$ cat config.mk
export PLATFORM = sky130hd
export DESIGN_NAME = arbiter_param
export DESIGN_NICKNAME = d
export VERILOG_FILES = /design/src/rtl/arbiter_param.sv
export SDC_FILE = /design/constraint.sdc
export NUM_CORES = 1
export LEC_CHECK = 0
export ABC_AREA = 1
export CAP_MARGIN = 20
export CORE_AREA = 3 3 40 42
export DETAILED_ROUTE_END_ITERATION = 16
export DIE_AREA = 0 0 43 45
export PLACE_DENSITY_LB_ADDON = 0.25
export SLEW_MARGIN = 20
export SYNTH_ARGS = -nofsm -noshare
export SYNTH_HDL_FRONTEND = slang
export SYNTH_SLANG_ARGS = --single-unit
$ cat constraint.sdc
create_clock -name clk -period 3.1 [get_ports clk]
set_input_delay 0.93 -clock clk [delete_from_list [all_inputs] [get_ports clk]]
set_output_delay 0.93 -clock clk [all_outputs]
set_load 0.1 [all_outputs]
$ cat src/rtl/arbiter_param.sv
// arbiter_param: N-way registered one-hot grant arbiter. It supports fixed-priority or
// round-robin selection and optional max-hold preemption, and reports a binary grant index.
module arbiter_param #(
   parameter int N        = 4,
   parameter int RR_MODE  = 0,
   parameter int MAX_HOLD = 0
) (
   input  logic                                clk,
   input  logic                                reset,
   input  logic [N-1:0]                        r,
   output logic [N-1:0]                        g,
   output logic                                gnt_valid,
   output logic [((N > 1) ? $clog2(N) : 1)-1:0] gnt_id,
   output logic                                preempt
);

   localparam int IDW = (N > 1) ? $clog2(N) : 1;
   localparam int HCW = (MAX_HOLD > 0) ? $clog2(MAX_HOLD + 1) : 1;
   localparam logic [HCW-1:0] HOLD_LAST = (MAX_HOLD > 0) ? HCW'(MAX_HOLD - 1) : '0;
   localparam logic [IDW-1:0] LAST_ID   = IDW'(N - 1);

   typedef enum logic {IDLE, GRANT} state_e;

   state_e           state_q, state_d;
   logic [N-1:0]     g_q, g_d;
   logic             gnt_valid_q, gnt_valid_d;
   logic [IDW-1:0]   gnt_id_q, gnt_id_d;
   logic             preempt_q, preempt_d;
   logic [HCW-1:0]   hold_cnt_q, hold_cnt_d;
   logic [IDW-1:0]   rr_ptr_q, rr_ptr_d;
   logic [N-1:0]     mask_q, mask_d;

   logic [N-1:0]     eff_req;
   logic [IDW-1:0]   win;
   logic             holder_req;

   function automatic logic [IDW-1:0] pick_fixed(input logic [N-1:0] req);
      logic [IDW-1:0] w;
      w = '0;
      for (int i = N - 1; i >= 0; i--) begin
         if (req[i]) w = IDW'(i);
      end
      return w;
   endfunction

   // Round-robin: the lowest request strictly above ptr wins, else wrap to the lowest overall.
   function automatic logic [IDW-1:0] pick_rr(input logic [N-1:0] req,
                                              input logic [IDW-1:0] ptr);
      logic [N-1:0] upper;
      for (int i = 0; i < N; i++) begin
         upper[i] = req[i] && (IDW'(i) > ptr);
      end
      return (|upper) ? pick_fixed(upper) : pick_fixed(req);
   endfunction

   // The just-preempted holder is masked for one arbitration unless it is the only requester.
   assign eff_req    = (|(r & ~mask_q)) ? (r & ~mask_q) : r;
   assign win        = (RR_MODE != 0) ? pick_rr(eff_req, rr_ptr_q) : pick_fixed(eff_req);
   assign holder_req = |(r & g_q);

   // NOTE: every output of this block gets a default first, so no path leaves one unassigned
   // and no latch is inferred.
   always_comb begin
      state_d    = state_q;
      g_d        = g_q;
      gnt_id_d   = gnt_id_q;
      hold_cnt_d = hold_cnt_q;
      rr_ptr_d   = rr_ptr_q;
      preempt_d  = 1'b0;
      mask_d     = '0;

      unique case (state_q)
         IDLE: begin
            if (|eff_req) begin
               state_d    = GRANT;
               g_d        = N'(1) << win;
               gnt_id_d   = win;
               hold_cnt_d = '0;
               rr_ptr_d   = win;
            end
         end
         GRANT: begin
            if (!holder_req) begin
               state_d    = IDLE;
               g_d        = '0;
               gnt_id_d   = '0;
               hold_cnt_d = '0;
            end else if (MAX_HOLD > 0 && hold_cnt_q == HOLD_LAST) begin
               state_d    = IDLE;
               g_d        = '0;
               gnt_id_d   = '0;
               hold_cnt_d = '0;
               preempt_d  = 1'b1;
               mask_d     = g_q;
            end else if (MAX_HOLD > 0) begin
               hold_cnt_d = hold_cnt_q + 1'b1;
            end
         end
         default: begin
            state_d = IDLE;
            g_d     = '0;
         end
      endcase

      gnt_valid_d = |g_d;
   end

   // NOTE: state flops use non-blocking assignments so every flop samples pre-edge values.
   always_ff @(posedge clk or posedge reset) begin
      if (reset) begin
         state_q     <= IDLE;
         g_q         <= '0;
         gnt_valid_q <= 1'b0;
         gnt_id_q    <= '0;
         preempt_q   <= 1'b0;
         hold_cnt_q  <= '0;
         rr_ptr_q    <= LAST_ID;
         mask_q      <= '0;
      end else begin
         state_q     <= state_d;
         g_q         <= g_d;
         gnt_valid_q <= gnt_valid_d;
         gnt_id_q    <= gnt_id_d;
         preempt_q   <= preempt_d;
         hold_cnt_q  <= hold_cnt_d;
         rr_ptr_q    <= rr_ptr_d;
         mask_q      <= mask_d;
      end
   end

   assign g         = g_q;
   assign gnt_valid = gnt_valid_q;
   assign gnt_id    = gnt_id_q;
   assign preempt   = preempt_q;

endmodule
==> results.yml <==
power:
  ir_drop_v: 0.000523
  seqPwrFrac_pct: 29.5
  power_per_cell_area_mw_per_mm2: 998
  p_total_uw: 577
  power_frac_comb_pct: 57.9
  p_clk_share_pct: 12.7
  internal_power_uw: 249
  swShare_pct: 56.8
  p_sw_uw: 328
  leakage_uw: 0.000323
floorplan:
  die_width_um: 43
  die-area_mm2: 0.00194
  die_h_um: 45
  io_pins: 14
  coreArea_mm2: 0.00128
  rows: 13
  start_util_pct: 35.2
critical_path:
  cp-start-kind: "register"
  critPathRequiredTime_ns: 2.17
  ff2ff_setup_slack_ns: 2.00
  crit_buf_inv: 1
  worstPathArrival_ns: 0.95
  cp_max_fo: 4
  path_cells: "buf_4"
  path_delay_family: "flip-flops"
  crit_path_end_kind: "output pin"
  r2r-start: "state_q"
  reg2reg_depth: 5
  slowest_delay_ns: 0.39
  crit_type: "register to output pin"
  regToRegEndpoint: "gnt_valid"
  slowest_stage: "dfrtp_1"
min_path:
  min_from: "gnt_id[1]"
  min_to: "gnt_id[1]"
  hp-class: "register to register"
  hold_path_depth: 2
logic_synthesis:
  synth_top_family_by_area: "simple AND/OR/NAND/NOR gates"
  syn_area_um2: 453
  synth.distinct_cells: 15
  seq_area_frac_synth_pct: 44.2
  ys_warn_count: 0
  synth_xor_area_share_pct: 0
  synth_seq_cells: 8
  syn-instance-count: 63
  synth-compound-area-share_pct: 4.97
  synth_fa_ha_area_share_pct: 0
  synthMuxAreaShare_pct: 0
  synth-simple-area-share_pct: 38.4
  syn_area_per_cell_um2: 7.19
  synth_nets: 69
cts:
  clk_pin_slew_ns: 0.05
  cts_num_sinks: 8
  cts_tree: "built"
  cts-htree-levels: 1
  root_buffer: "clkbuf_4"
  cts_resized: 0
  holdBufCountCts: 0
  cts.path.max_buffers: 2
  post_cts_buffers: 0
  clk_latency_ns: 0.24
  cts_made_buffers: 3
timing:
  setup_viol: 0
  clock.fmax_ghz: 0.533
  drv_slew: 0
  fin_hold_ws_ns: 0.497
  hold_violations: 0
  rsz0062_at_grt: "false"
  final.setup.tns_ns: 0
  finalCritPeriodShare_pct: 60.5
  skew_ns: 0.000768
  post-route-min-period_ns: 1.88
cells_and_area:
  antenna_cells: 0
  fin_nets: 84
  final_area_um2: 578
  drive_gt1_share_pct: 21.1
  post-route-util_pct: 45.0
  syn2layout_area_growth_pct: 27.6
place:
  port_buffers: 12
  place_congestion: 0.751
  place_area_um2: 556
  dpl.hpwl_um: 721
global_routing:
  grt_pass1_vias: 370
  antenna_found_initial: 0
  grt_max_degree: 9
  grt.overflow.total: 0
  grt_usage_pct: 10.5
  grt_pass1_wl_um: 1520
drt:
  via_per_inst: 4.43
  firstDrtPassIters: 4
  drt-wirelength-per-cell_um: 9.34
  drc: 0
  via_count: 403
  drtIter0Drc: 17
  ant_nets: 0
  routed_wl_um: 850
flow_run:
  drv_cap: 0
outcome:
  status: "finished clean"
## cell families after synthesis
logic type / Yosys count
compound gates: 4
buf+inv: 11
other cells: 1
simple gates: 39
flops: 8
## layer usage
metal | track usage [%] | wire [µm]
met5 | 0 | 0
met4 | 5.42 | 0
met3 | 3.59 | 45
met2 | 14.7 | 376
met1 | 14.5 | 428
## worst reg2reg max path: cells and delay by family, from the launching register on
kind / cells / cell delay [ns]
simple gates: 4 / 0.45
flops: 1 / 0.46
compound gates: 1 / 0.14
## cell usage in the layout, fill, tap and decap left out, drive strengths merged
master and n:
nand2 26, inv 9, dfrtp 8, nand3 7, buf 7, nor2 5, clkdlybuf4s50 5, clkbuf 3
o21ai 3, nor3 1, o211ai 1, conb 1
## per-stage QoR
step	instances	setup slack [ns]
2_1_floorplan	63	1.24
3_3_place_gp	88	0.992
3_5_place_dp	88	0.981
4_1_cts	91	1.22
5_1_grt	91	1.10
6_report	91	1.22
## worst max path at each step
stage | startpoint | to | slack [ns] | cells after the start
after detailed placement | r[0] | gnt_valid | 0.98 | 9
after global placement | r[3] | gnt_valid | 0.99 | 9
final | g[0] | g[0] | 1.22 | 1
after global routing | r[0] | gnt_valid | 1.10 | 9
after CTS | g[0] | g[0] | 1.22 | 1
after floorplan | g[3] | g[3] | 1.24 | 0
## registers in the layout (all words and copies together) (netlist names)
signal and cells:
gnt_valid 1, g 4, gnt_id 2, state_q 1
## synthesized netlist by cell type
master / number / area (µm²)
nand2_2: 2 / 12.5
nor3_2: 1 / 10.0
nor2_1: 5 / 18.8
nand2_4: 1 / 11.3
nand2_1: 23 / 86.3
o21ai_1: 1 / 5.00
inv_2: 2 / 7.51
dfrtp_1: 8 / 200
inv_1: 7 / 26.3
o21ai_0: 2 / 10.0
conb_1: 1 / 3.75
buf_4: 1 / 7.51
o211ai_1: 1 / 7.51
nand3_1: 7 / 35.0
buf_6: 1 / 11.3
## power groups by stage
stage          sequential, µW  combinational, µW  clock (µW)
3_5_place_dp              172                337           0
6_report                  170                334        73.0
4_1_cts                   170                337        77.0
5_1_grt                   176                354        84.7
2_1_floorplan             344                104           0
3_3_place_gp              171                335           0
## final cells by class
cell class | instances | area, µm²
fill | 146 | 707
sequential | 8 | 200
multi-input combinational | 44 | 200
timing repair buffer | 12 | 103
inverter | 9 | 33.8
clock buffer | 3 | 22.5
tap | 15 | 18.8
Power figures use the tool's default switching activity.
